**src/rtl/glitch_sequencer.sv**
```systemverilog
// Table-driven glitch pulse train fired from a trigger rising edge.
// Optional feature macro GLITCH_ARM_TIMEOUT_EN: ARMED gives up after ARM_TIMEOUT cycles.
//
// state  | meaning
// IDLE   | table and count writable, waiting for arm
// ARMED  | waiting for trigger rising edge
// OFFSET | counting offset; for entries after the first this includes the gap cycle
// PULSE  | glitch output held low
// DONE   | one-cycle completion strobe
module glitch_sequencer #(
  parameter int NUM_PULSES  = 4,
  parameter int CNT_W       = 32,
  parameter int ARM_TIMEOUT = 100000000,
  localparam int IDX_W      = (NUM_PULSES > 1) ? $clog2(NUM_PULSES) : 1,
  localparam int CIDX_W     = $clog2(NUM_PULSES + 1)
) (
  input  logic              clk,
  input  logic              rst,
  input  logic              cfg_we,
  input  logic [IDX_W-1:0]  cfg_idx,
  input  logic [CNT_W-1:0]  cfg_offset,
  input  logic [CNT_W-1:0]  cfg_width,
  input  logic              cfg_count_we,
  input  logic [CIDX_W-1:0] cfg_count,
  input  logic              arm,
  input  logic              abort,
  input  logic              trigger,
  output logic              glitch_active_low,
  output logic              busy,
  output logic              done,
  output logic              timeout,
  output logic [IDX_W-1:0]  pulse_idx
);

  localparam int DEPTH = 1 << IDX_W;

  typedef enum logic [2:0] {IDLE, ARMED, OFFSET, PULSE, DONE} state_t;

  state_t            state;
  logic [CNT_W-1:0]  off_tab [DEPTH];
  logic [CNT_W-1:0]  wid_tab [DEPTH];
  logic [CIDX_W-1:0] count;
  logic [CNT_W-1:0]  cnt;
  logic              trig_q;
  logic              trig_rise;
  logic              last_entry;
  logic              entry_end;
  logic [IDX_W-1:0]  nxt_idx;
`ifdef GLITCH_ARM_TIMEOUT_EN
  localparam int TMO_W = (ARM_TIMEOUT > 1) ? $clog2(ARM_TIMEOUT) : 1;
  logic [TMO_W-1:0]  tmo_cnt;
`endif

  assign trig_rise  = trigger & ~trig_q;
  assign nxt_idx    = pulse_idx + 1'b1;
  assign last_entry = (int'(pulse_idx) + 1) >= int'(count);

  // Current entry finishes this cycle; the next cycle is the following
  // entry's reference (gap) cycle or DONE.
  always_comb begin
    entry_end = 1'b0;
    case (state)
      ARMED:   entry_end = trig_rise && (count != '0) &&
                           (off_tab[0] == '0) && (wid_tab[0] == '0);
      OFFSET:  entry_end = (cnt == '0) && (wid_tab[pulse_idx] == '0);
      PULSE:   entry_end = (cnt == '0);
      default: entry_end = 1'b0;
    endcase
  end

  always_ff @(posedge clk) begin
    if (rst) begin
      state             <= IDLE;
      glitch_active_low <= 1'b1;
      busy              <= 1'b0;
      done              <= 1'b0;
      timeout           <= 1'b0;
      pulse_idx         <= '0;
      count             <= CIDX_W'(1);
      cnt               <= '0;
      trig_q            <= 1'b1;
      for (int i = 0; i < DEPTH; i++) begin
        off_tab[i] <= '0;
        wid_tab[i] <= '0;
      end
`ifdef GLITCH_ARM_TIMEOUT_EN
      tmo_cnt           <= '0;
`endif
    end else begin
      trig_q  <= trigger;
      done    <= 1'b0;
      timeout <= 1'b0;

      if (state == IDLE) begin
        if (cfg_we && (int'(cfg_idx) < NUM_PULSES)) begin
          off_tab[cfg_idx] <= cfg_offset;
          wid_tab[cfg_idx] <= cfg_width;
        end
        if (cfg_count_we)
          count <= (int'(cfg_count) > NUM_PULSES) ? CIDX_W'(NUM_PULSES) : cfg_count;
      end

      if (abort) begin
        state             <= IDLE;
        glitch_active_low <= 1'b1;
        busy              <= 1'b0;
        pulse_idx         <= '0;
      end else begin
        case (state)
          IDLE: begin
            if (arm) begin
              state <= ARMED;
              busy  <= 1'b1;
`ifdef GLITCH_ARM_TIMEOUT_EN
              tmo_cnt <= TMO_W'(ARM_TIMEOUT - 1);
`endif
            end
          end
          ARMED: begin
            if (trig_rise) begin
              if (count == '0) begin
                state <= DONE;
                done  <= 1'b1;
              end else if (off_tab[0] != '0) begin
                // The edge cycle is entry 0's reference, so one offset cycle is already spent.
                state <= OFFSET;
                cnt   <= off_tab[0] - 1'b1;
              end else if (wid_tab[0] != '0) begin
                state             <= PULSE;
                cnt               <= wid_tab[0] - 1'b1;
                glitch_active_low <= 1'b0;
              end
            end
`ifdef GLITCH_ARM_TIMEOUT_EN
            else if (tmo_cnt == '0) begin
              state   <= IDLE;
              busy    <= 1'b0;
              timeout <= 1'b1;
            end else begin
              tmo_cnt <= tmo_cnt - 1'b1;
            end
`endif
          end
          OFFSET: begin
            if (cnt != '0) begin
              cnt <= cnt - 1'b1;
            end else if (wid_tab[pulse_idx] != '0) begin
              state             <= PULSE;
              cnt               <= wid_tab[pulse_idx] - 1'b1;
              glitch_active_low <= 1'b0;
            end
          end
          PULSE: begin
            if (cnt != '0)
              cnt <= cnt - 1'b1;
          end
          DONE: begin
            state     <= IDLE;
            busy      <= 1'b0;
            pulse_idx <= '0;
          end
          default: state <= IDLE;
        endcase

        if (entry_end) begin
          glitch_active_low <= 1'b1;
          if (last_entry) begin
            state <= DONE;
            done  <= 1'b1;
          end else begin
            state     <= OFFSET;
            pulse_idx <= nxt_idx;
            cnt       <= off_tab[nxt_idx];
          end
        end
      end
    end
  end

endmodule

```
**config.mk**
```make
export PLATFORM = sky130hd
export DESIGN_NAME = glitch_sequencer
export DESIGN_NICKNAME = d
export VERILOG_FILES = /design/src/rtl/glitch_sequencer.sv
export SDC_FILE = /design/constraint.sdc
export NUM_CORES = 1
export LEC_CHECK = 0
export ABC_CLOCK_PERIOD_IN_PS = 3800
export CAP_MARGIN = 20
export CELL_PAD_IN_SITES_DETAIL_PLACEMENT = 0
export CELL_PAD_IN_SITES_GLOBAL_PLACEMENT = 1
export CORE_UTILIZATION = 38
export CTS_BUF_LIST = sky130_fd_sc_hd__clkbuf_8
export CTS_CLUSTER_DIAMETER = 100
export DETAILED_ROUTE_END_ITERATION = 10
export PLACE_DENSITY_LB_ADDON = 0.1
export SETUP_SLACK_MARGIN = 0.5
export SYNTH_ARGS = -nofsm -noshare
export SYNTH_HDL_FRONTEND = slang
export SYNTH_SLANG_ARGS = --single-unit
```
**constraint.sdc**
```tcl
create_clock -name clk -period 3.8 [get_ports clk]
set_input_delay 0.76 -clock clk [delete_from_list [all_inputs] [get_ports clk]]
set_output_delay 0.76 -clock clk [all_outputs]
set_load 0.02 [all_outputs]
```
* Word level (Yosys, flattened, before mapping)
Memories as Yosys holds them, arrays and structs flattened. A register that Yosys moved wholly into a read port is not among the register bits.
Index checks and enable logic that the tools add are counted.
Widths: inputs -> output; s select.
** Word-level totals
- Latch bits :: 0
- Logic and storage cells :: 114
- Flip-flop bits (word level) :: 44
- Bits in read-only memories :: 0
- Output and inout bits :: 6
- Memories kept :: 2
- Bits in writable memories :: 256
- Bits of input ports :: 76
** Cells by class
- Equal/unequal tests :: 17
- Divide/modulo/power cells :: 0
- Reductions and logical operators :: 25
- $add $sub $neg :: 6
- Magnitude comparators :: 2
- Muxes and demuxes :: 52
- Shift operators :: 0
- Bitwise gates (word level) :: 2
- Multiply operators :: 0
** Memories
- off_tab :: depth 4, width 32, rd ports 2, clocked after memory_dff 0, wr ports 4, line 40 : logic [CNT_W-1:0] off_tab [DEPTH];
- wid_tab :: depth 4, width 32, rd ports 2, clocked after memory_dff 1, wr ports 4, line 41 : logic [CNT_W-1:0] wid_tab [DEPTH];
** Operator list (number)
- $mux 32 :: 11
- $logic_not 32->1 :: 4
- $reduce_bool 32->1 :: 4
- $sub 32x1->32 const B :: 4
- $pmux 32 s3 :: 1
- $reduce_or 32->1 :: 2
- $mux 3 :: 10
- $mux 1 :: 20
- $ne 2x2->1 const B :: 8
- $mux 2 :: 6
- $ne 3x3->1 const B :: 4
- $pmux 3 s4 :: 1
- $reduce_and 7->1 :: 1
- $eq 3x2->1 const B :: 2
- $logic_not 3->1 :: 2
- $reduce_and 6->1 :: 1
- $ne 5x5->1 const B :: 1
- $logic_and 1x1->1 :: 4
- $pmux 1 s2 :: 2
- $reduce_and 2->1 :: 2
- $reduce_bool 2->1 :: 2
- $add 2x1->3 const B :: 1
- $eq 3x1->1 const B :: 1
- $eq 3x3->1 const B :: 1
- 9 further kinds :: 9

* Depth between registers and ports, before layout
Gate-level depths: netlist of the first run.
An unclocked memory read counts as a cell.
- Depth in word-level cells :: 9
- Mapped depth :: 14
- Mapped depth without buffers :: 11

* Least setup slack after synthesis of the first run
OpenSTA, ideal clock, no wires.
- Path type :: reg2reg
- From :: register pulse_idx[0]
- To :: register cnt[12]
- Setup time :: 0.156 ns
- Clock period less this slack :: 3.532 ns
- Path slack :: 0.268 ns
- Data required time :: 3.644 ns
- Buffers on the path :: 5
- Data arrival time :: 3.377 ns
- Stages on the path, launching flop included :: 14
- Path through :: dfxtp_1 buf_6 buf_6 buf_2 mux4_2 inv_1 ha_1 nand4_2 o31a_1 o32a_1 buf_6 buf_6 o21ai_1 a32oi_1
** On the way
- Word-level cells in the longest chain between the ends :: 4
- Elaborated cells between the ends (all ways) :: 6
- Those cells by class :: 2 x add/sub; 1 x order compare; 2 x mux; 1 x memory
** Ends and longest elaborated chain
- start: declaration :: line 32 : output logic [IDX_W-1:0] pulse_idx
- start signal: assignment :: line 172 : pulse_idx <= nxt_idx;
- $add 2x1->3 / $add 2x1->2 (equally long branches) :: line 56, 55
- $ge 3x3->1 / $mem_v2 4x32 (equally long branches)
- $mux 32 (*) :: line 167 : if (last_entry) begin
- $mux 32 (*) :: line 165 : if (entry_end) begin
- end signal: assignment :: line 149 : cnt <= wid_tab[pulse_idx] - 1'b1;
- end signal: assignment :: line 155 : cnt <= cnt - 1'b1;
- end signal: assignment :: line 173 : cnt <= off_tab[nxt_idx];
- end: declaration :: line 43 : logic [CNT_W-1:0] cnt;
Every way passes the cells marked *; elsewhere a longest branch is shown, timed or not.
A chain may end at the register's enable or synchronous reset.

* Worst setup path in the final report of the first run
- From :: register pulse_idx[0]
- To :: register cnt[16]
The elaborated chain is that of the path after synthesis.

==> results.toml, run 1 <==
[power_and_ir_drop]
power.density_nw_per_um2 = 399
ir_drop_mv = 0.236
leakage_uw = 0.00727

[placed_design]
gp_congestion = 0.982
portBuffers = 80
hpwl_um = 42200

[synth]
ys_ff_latch = 300
synth_fp_nets = 1581
syn_area_per_cell_um2 = 11.2
yosys.area.top_type = "edfxtp_1"
synth_edf_count = 256
yosys-top-cells-count = "and2_1, edfxtp_1, nor2_1"
yosys_warnings = 0
synthMostInstantiatedCell = "and2_1"
synth_ff_type = "edfxtp_1"
synth.cell_area_um2 = 16700
synth_top_area_share_pct = 45.9
synthCells = 1496
async_flop_share_pct = 0
seq_area_frac_synth_pct = 51.2
yosys-top-cells-area = "edfxtp_1, and2_1, mux4_2"
yosysUniqueCellTypes = 72

[drt]
firstDrtPassIters = 5
drt_iter0_drc = 1149
vias_per_cell = 5.71
drc = 0
ant_nets = 0
wl_um = 60800
wire_per_inst_um = 26.3
vias = 13200

[timing]
fin_worst_skew_ns = 0.0503
rsz0062_at_grt = "true"
slew_viol_final = 0
fin_crit_sh_pct = 87.6
setup_viol = 0
fin_worst_hold_slack_ns = 0.496
slew_headroom_pct = 47.0
period_needed_ns = 3.33
clock.fmax_mhz = 300
tightest_slew_ns = 0.795
tns_ns = 0
hold_viol = 0

[critical_path]
worst-setup-path-type = "flop to flop"
r2r_start = "pulse_idx[0]$_SDFF_PP0_"
cp-startpoint = "pulse_idx[0]$_SDFF_PP0_"
start_kind = "flop"
critPathMostFrequentCell = "buf_12"
cp.arrival_ns = 3.88
cpPeakStageDelay_ns = 0.57
worstReg2RegEnd = "cnt[16]$_SDFFE_PP0N_"
cp-endpoint = "cnt[16]$_SDFFE_PP0N_"
worstPathRequired_ns = 4.35
reg2reg_depth = 11
reg2reg_slack_ns = 0.47
cp_max_fo = 8
cp_cell_sequence = "buf_12 > buf_12 > mux4_2 > nor4_4 > nand2_2 > or4_4 > o21ai_4 > buf_6 > o21ai_0 > nor4_2 > o21ai_1"
end_kind = "flop"
crit_slowest_cell = "or4_4"

[floorplan]
core_um2 = 43300
design.die.area_um2 = 44900
start_util_pct = 38.7
ios = 82
die_x_um = 212
die_y_um = 212
num_rows = 76

[cts]
cts_tree = "yes"
htreeDepth = 2
clock-sinks = 300
clockRootBuffer = "clkbuf_8"
numCtsBuffers = 55
clkTransAtPathRegs_ns = 0.07
cts_buffer_depth = 3
insertion_delay_ns = 0.67

[cells_and_area]
register_area_um2 = 8570
multi_input_area_um2 = 8050
nNetsFinal = 1768
diodes = 0
drive_gt1_share_pct = 20.4
area_growth_pct = 23.0
final_util_pct = 47.6
n_fill_cell = 4042

[grt]
grt_antenna_before_repair = 0
grt-ovfl-total = 0
grt_pass1_vias = 13000
grt_max_degree = 65
grt_usage_pct = 27.5
grt_pass1_wl_um = 88500

[flow_run]
maxCapViolCount = 0

[hold_path]
hp-class = "flop to flop"

[outcome]
status = "finished, final reports clean"
==> where the power goes <==
group	internal (uW)	leakage, uW	total, uW	switching (uW)
clock	1790	0.000646	3260	1470
combinational	430	0.00361	1090	660
sequential	3760	0.00301	3870	108
==> critical path, delay by kind of cell (launching register included) <==
| family | cells | cell delay, ns |
|---|---|---|
| buf+inv | 3 | 0.45 |
| compound gates | 3 | 0.43 |
| mux | 1 | 0.54 |
| flops | 1 | 0.37 |
| simple gates | 4 | 1.45 |
==> flip-flops by register name, summed over array words and instances, names as in the netlist, 2 cells and up <==
signal     cells
off_tab      128
wid_tab      128
cnt           32
pulse_idx      2
count          3
state          3
==> placed cells by master, fill, tap and decap left out, drive strengths merged, types with 6 or more instances in the layout <==
cell type and count:
a211oi 11, a21o 6, a21oi 64, a22oi 6, a31oi 12, a32oi 7
and2 257, and3 6, buf 138, bufinv 6, clkbuf 56, clkdlybuf4s50 80
clkinv 21, dfxtp 44, edfxtp 256, ha 9, inv 34, mux4 64
nand2 77, nand2b 12, nand3 17, nand4 11, nand4b 7, nor2 101
nor3 50, nor3b 10, nor4 39, o21ai 94, o22ai 21, o31ai 13
or2 12, or3 15, or4 12, xnor2 39, xor2 42
==> metrics by stage <==
| stage | area [um2] | cells | power, uW | worst slack [ns] |
|---|---|---|---|---|
| floorplan | 16800 | 1496 | 4430 | 0.532 |
| global placement | 18800 | 2173 | 4970 | 0.0830 |
| detailed placement | 18800 | 2174 | 4960 | 0.0585 |
| CTS | 20300 | 2295 | 8280 | 0.485 |
| global route | 20600 | 2313 | 8530 | 0.322 |
| finish | 20600 | 2313 | 8220 | 0.471 |
==> per-layer routing <==
metal | wire length, um | vias to the layer above | track usage [%]
met2 | 28800 | 471 | 44.7
met3 | 3410 | 100 | 3.84
met1 | 26700 | 6629 | 37.5
met5 | 0 | - | 0
met4 | 1900 | 0 | 9.62
li1 | - | 6016 | -
==> what timing repair did <==
item / 4_1_cts / 5_1_grt
pin swaps: 7 / 14
endpoints found under the setup margin: 35 / 35
resized for setup: 34 / 46
hold buffers: 0 / 0
gates cloned: 1 / 0
hold endpoints to repair: 0 / 0
setup buffers: 18 / 18
==> kinds of logic after synthesis <==
logic type      Yosys count  synth area share [%]
xor+xnor                 81                  4.24
buf+inv                 104                  2.63
flops                   300                  51.2
compound gates          289                  10.9
other cells               1                0.0224
mux                      68                  8.84
simple gates            644                  21.6
fa+ha+maj                 9                 0.672
==> worst min-delay path by stage <==
stage,to,depth (start not counted),startpoint
final,busy$_SDFFE_PP0P_,2,busy$_SDFFE_PP0P_
after global routing,busy$_SDFFE_PP0P_,2,busy$_SDFFE_PP0P_
after CTS,cnt[11]$_SDFFE_PP0N_,2,cnt[11]$_SDFFE_PP0N_
after detailed placement,cnt[11]$_SDFFE_PP0N_,2,cnt[11]$_SDFFE_PP0N_
after global placement,cnt[11]$_SDFFE_PP0N_,2,cnt[11]$_SDFFE_PP0N_
after floorplan,cnt[29]$_SDFFE_PP0N_,2,cnt[29]$_SDFFE_PP0N_
==> final cells by class <==
cell class                 instances  share of cell area (%)
clock inverter                    46                    1.78
tap                              585                    3.55
inverter                          16                   0.292
timing repair buffer             218                    9.94
clock buffer                      56                    3.74
multi-input combinational       1092                    39.1
sequential                       300                    41.6
(Power assumes the default switching activity.)
==> inputs of run 2 (changes only) <==
Settings changed: CAP_MARGIN 20 to default.
==> run 2 against run 1 <==
Sequential share of layout area is 0.36 points lower. Worst setup slack worse by 0.0076 ns. Non-clock buffer count increased by 13. Via count is 0.17% lower. Core utilization increased by 0.41 points. Die area unchanged. Largest power group unchanged. Final cell count increased by 0.43%. Global-route usage is 0.34 points lower. Clock power is 2% higher. Combinational power about the same. Routed wire length up 0.25%. Sequential power barely moved.
==> results.toml, run 2 (synthesis gave the netlist of run 1 again) <==
[outcome]
status = "finished, final reports clean"

[cells_and_area]
final_common_cell = "and2_1"
reg_top3 = "off_tab x128, wid_tab x128, cnt x32"
multi_input_area_um2 = 8080
diodes = 0
nNetsFinal = 1780
register_area_um2 = 8570
area_growth_pct = 24.0
final_cell_mix = "and2_1, edfxtp_1, buf_4, nor2_1, clkdlybuf4s50_1"
drive_gt1_share_pct = 21.3
n_fill_cell = 4054

[timing]
period_needed_ns = 3.34
fin_crit_sh_pct = 87.8
setup_viol = 0
slew_viol_final = 0
clock.fmax_mhz = 300
slew_headroom_pct = 43.2
hold_viol = 0
rsz0062_at_grt = "true"
tightest_slew_ns = 0.853
fin_worst_skew_ns = 0.0370
tns_ns = 0

[power_and_ir_drop]
ir_drop_mv = 0.276
power_uw = 8300
power_switching_uw = 2220
p_clk_share_pct = 40.2
combinationalPowerShare_pct = 13.2
leakage_uw = 0.00736
power.density_nw_per_um2 = 400
p_int_uw = 6080
switching_share_pct = 26.7
pwr-share-seq_pct = 46.6

[drt]
vias = 13200
wire_per_inst_um = 26.2
firstDrtPassIters = 5
ant_nets = 0
drt_iter0_drc = 1098
wl_um = 60900
vias_per_cell = 5.68
drc = 0

[cts]
cts_buffer_depth = 3
postCtsHoldBufs = 0
clkTransAtPathRegs_ns = 0.06
clock-sinks = 300
clockRootBuffer = "clkbuf_8"
insertion_delay_ns = 0.66
cts_tree = "yes"
htreeDepth = 2
numCtsBuffers = 54

[hold_path]
hp-class = "flop to flop"

[floorplan]
core_um2 = 43300
die_x_um = 212
num_rows = 76
die_y_um = 212
design.die.area_um2 = 44900
ios = 82
start_util_pct = 38.7

[critical_path]
cpPeakStageDelay_ns = 0.55
worstPathRequired_ns = 4.30
cp_max_fo = 8
end_kind = "flop"
start_kind = "flop"
cp.arrival_ns = 3.84
cp_cell_sequence = "buf_6 > mux4_2 > nor4_2 > buf_4 > nand4b_1 > o31a_1 > buf_4 > o32ai_4 > buf_6 > buf_12 > mux2i_1 > o22ai_1"
crit_slowest_cell = "mux4_2"
cpLargestDelayFamily = "buffers and inverters"
worst-setup-path-type = "flop to flop"
cp_num_buf_inv = 5
reg2reg_slack_ns = 0.46

[grt]
grt_pass1_vias = 12800
grt_usage_pct = 27.1
grt_pass1_wl_um = 87600
grt_max_degree = 65
grt-ovfl-total = 0
grt_antenna_before_repair = 0

[placed_design]
portBuffers = 80
gp_congestion = 0.982
hpwl_um = 42200

[flow_run]
maxCapViolCount = 0
run 2: cell count changes in the layout (fill, tap and decap cells not counted), sizes merged:
cell,delta
buf,+11
clkbuf,+7
clkinv,-4
inv,-4
run 2: path summary, 6_finish.rpt:
path	startpoint	endpoint	cells past startpoint
setup / recovery	pulse_idx[0]$_SDFF_PP0_	cnt[20]$_SDFFE_PP0N_	12
hold / removal	busy$_SDFFE_PP0P_	busy$_SDFFE_PP0P_	2
setup reg to reg	pulse_idx[0]$_SDFF_PP0_	cnt[20]$_SDFFE_PP0N_	12
hold reg to reg	busy$_SDFFE_PP0P_	busy$_SDFFE_PP0P_	2
run 2: per-layer routing:
layer | track usage [%] | vias up | wire [um]
li1 | - | 6045 | -
met1 | 36.8 | 6578 | 26500
met2 | 44.4 | 465 | 29000
met3 | 4.49 | 106 | 3730
met4 | 8.20 | 0 | 1750
met5 | 0 | - | 0
run 2: final cells by class:
type                    count  area share (%)
inverters                  16           0.289
multi-input cells        1092            38.9
well taps                 585            3.52
clock inverters            38            1.58
flip-flops and latches    300            41.3
repair buffers            231            10.4
clock buffers              61            4.04
run 2: worst reg2reg max path, delay by kind of cell, from the launching register on:
| kind | cells | cell delay, ns |
|---|---|---|
| AO/OA/AOI/OAI | 3 | 0.70 |
| buffers and inverters | 5 | 0.77 |
| flip-flops | 1 | 0.47 |
| multiplexers | 2 | 0.76 |
| AND/OR/NAND/NOR | 2 | 0.47 |
run 2: power by group through the flow:
stage               logic (uW)  registers [uW]  clock network [uW]
floorplan                  538            3890                   0
global placement          1030            3930                   0
global route              1170            3890                3530
finish                    1100            3870                3340
detailed placement        1030            3940                   0
CTS                       1050            3870                3400
run 2: repair_timing:
action | 4_1_cts | 5_1_grt
buffers inserted | 12 | 36
pin swaps | 7 | 21
resized for setup | 30 | 59
endpoints found under the setup margin | 35 | 35
endpoints found under the hold margin | 0 | 0
gates cloned | 1 | 2
run 2: per-stage QoR:
step                hold slack [ns]  instance area [um2]  worst slack [ns]  std cells  utilization, %
floorplan                     0.449                16800             0.532       1496               -
global placement              0.474                18800            0.0830       2173            43.5
detailed placement            0.478                18800            0.0395       2173            43.5
CTS                           0.487                20200             0.479       2285            46.7
global route                  0.528                20800             0.361       2323            48.0
finish                        0.490                20800             0.463       2323            48.0
==> inputs of run 3 (changes only) <==
Settings changed: TNS_END_PERCENT from default to 50.
==> run 3 against run 2 <==
Hold slack about the same. Critical path type unchanged. Count of clock-buffer cells in the layout unchanged. Highest routed layer unchanged. Core utilization up 0.32 points. Largest cell class unchanged. First-iteration DRC count about the same.
==> results.toml, run 3 (synthesis gave the netlist of run 1 again) <==
[power_and_ir_drop]
ir_drop_mv = 0.276
power_uw = 8310
combinationalPowerShare_pct = 13.3
pwr-share-seq_pct = 46.5
power.density_nw_per_um2 = 397
switching_share_pct = 26.8
power_switching_uw = 2220
leakage_uw = 0.00742
p_clk_share_pct = 40.1
p_int_uw = 6090

[grt]
grt_usage_pct = 27.1
grtUsageMet3_pct = 4.45
grt_use_met1_pct = 36.8
busiest_layer = "met2"
grt_pass1_wl_um = 87600
grt_antenna_before_repair = 0
grt_pass1_vias = 12800
grt_max_degree = 65
grt-ovfl-total = 0
grt_use_met2_pct = 44.4

[critical_path]
cp_max_fo = 7
cp-startpoint = "pulse_idx[0]$_SDFF_PP0_"
worst-setup-path-type = "flop to flop"
cp_num_buf_inv = 3
cpPeakStageDelay_ns = 0.55
cp.arrival_ns = 3.88
worstPathRequired_ns = 4.33
cp_cell_sequence = "buf_6 > mux4_2 > nor4_2 > buf_4 > nand4b_1 > o31a_1 > o32a_4 > clkbuf_16 > nor2_2 > a31oi_4 > a22o_1"
end_kind = "flop"
reg2reg_slack_ns = 0.45
start_kind = "flop"
cpLargestDelayFamily = "compound AO/OA/AOI/OAI gates"
crit_slowest_cell = "mux4_2"
r2r_start = "pulse_idx[0]$_SDFF_PP0_"

[outcome]
status = "finished, final reports clean"

[cts]
cts_tree = "yes"
clkTransAtPathRegs_ns = 0.06
postCtsHoldBufs = 0
numCtsBuffers = 54
clockRootBuffer = "clkbuf_8"
cts_buffer_depth = 3
insertion_delay_ns = 0.66
clock-sinks = 300
htreeDepth = 2

[timing]
setup_viol = 0
slew_headroom_pct = 42.5
fin_crit_sh_pct = 88.1
period_needed_ns = 3.35
fin_worst_skew_ns = 0.0327
tns_ns = 0
tightest_slew_ns = 0.863
clock.fmax_mhz = 299
slew_viol_final = 0
hold_viol = 0
rsz0062_at_grt = "true"

[floorplan]
die_x_um = 212
num_rows = 76
core_um2 = 43300
ios = 82
die_y_um = 212
design.die.area_um2 = 44900
start_util_pct = 38.7

[drt]
vias_per_cell = 5.70
ant_nets = 0
drt_iter0_drc = 1097
drc = 0
firstDrtPassIters = 5
wl_um = 61100
vias = 13300
wire_per_inst_um = 26.2

[cells_and_area]
multi_input_area_um2 = 8140
n_fill_cell = 4050
reg_top3 = "off_tab x128, wid_tab x128, cnt x32"
final_common_cell = "and2_1"
drive_gt1_share_pct = 21.8
diodes = 0
nNetsFinal = 1785
final_cell_mix = "and2_1, edfxtp_1, buf_4, nor2_1, clkdlybuf4s50_1"
register_area_um2 = 8570
area_growth_pct = 24.9
final_util_pct = 48.3

[placed_design]
hpwl_um = 42200
portBuffers = 80
gp_congestion = 0.982

[hold_path]
hp-class = "flop to flop"
holdCritStartpoint = "cnt[11]$_SDFFE_PP0N_"

[flow_run]
maxCapViolCount = 0
-- run 3: worst register-to-register path, stage by stage (launching register included) --
cell       delay (ns)
dfxtp_4          0.47
buf_6            0.14
mux4_2           0.55
nor4_2           0.28
buf_4            0.16
nand4b_1         0.19
o31a_1           0.39
o32a_4           0.43
clkbuf_16        0.19
nor2_2           0.18
a31oi_4          0.04
a22o_1           0.20
-- run 3: power groups by stage --
stage,combinational (uW),clock (uW),sequential (uW)
after CTS,1050,3400,3870
after global placement,1030,0,3930
after floorplan,538,0,3890
final,1110,3340,3870
after detailed placement,1030,0,3940
after global routing,1180,3530,3880
-- run 3: worst paths after layout --
check / end / cells past startpoint
worst max-delay path: cnt[25]$_SDFFE_PP0N_ / 11
worst min-delay path: cnt[11]$_SDFFE_PP0N_ / 2
worst max register to register: cnt[25]$_SDFFE_PP0N_ / 11
worst min register to register: cnt[11]$_SDFFE_PP0N_ / 2
-- run 3: layer usage --
layer	routed length (um)	part of all wire, %
met1	26500	43
met2	29100	48
met5	0	0
met4	1790	2.9
met3	3650	6.0
-- run 3: area by class of cell --
| cell class | instances | share of cell area [%] |
|---|---|---|
| clock buffers | 61 | 4.01 |
| flip-flops and latches | 300 | 41.0 |
| inverters | 16 | 0.287 |
| clock inverters | 38 | 1.57 |
| multi-input cells | 1092 | 38.9 |
| well taps | 585 | 3.50 |
| repair buffers | 236 | 10.7 |
-- run 3: through the flow --
stage	instance area, um2	cells	hold slack, ns	worst slack [ns]
finish	20900	2328	0.490	0.452
global route	20900	2328	0.516	0.380
CTS	20200	2285	0.487	0.479
detailed placement	18800	2173	0.478	0.0395
global placement	18800	2173	0.474	0.0830
floorplan	16800	1496	0.449	0.532
-- run 3: what timing repair did --
item | CTS | global route
pin swaps | 7 | 30
setup endpoints to repair | 35 | 35
gates cloned | 1 | 3
buffers inserted | 12 | 40
resized for setup | 29 | 73
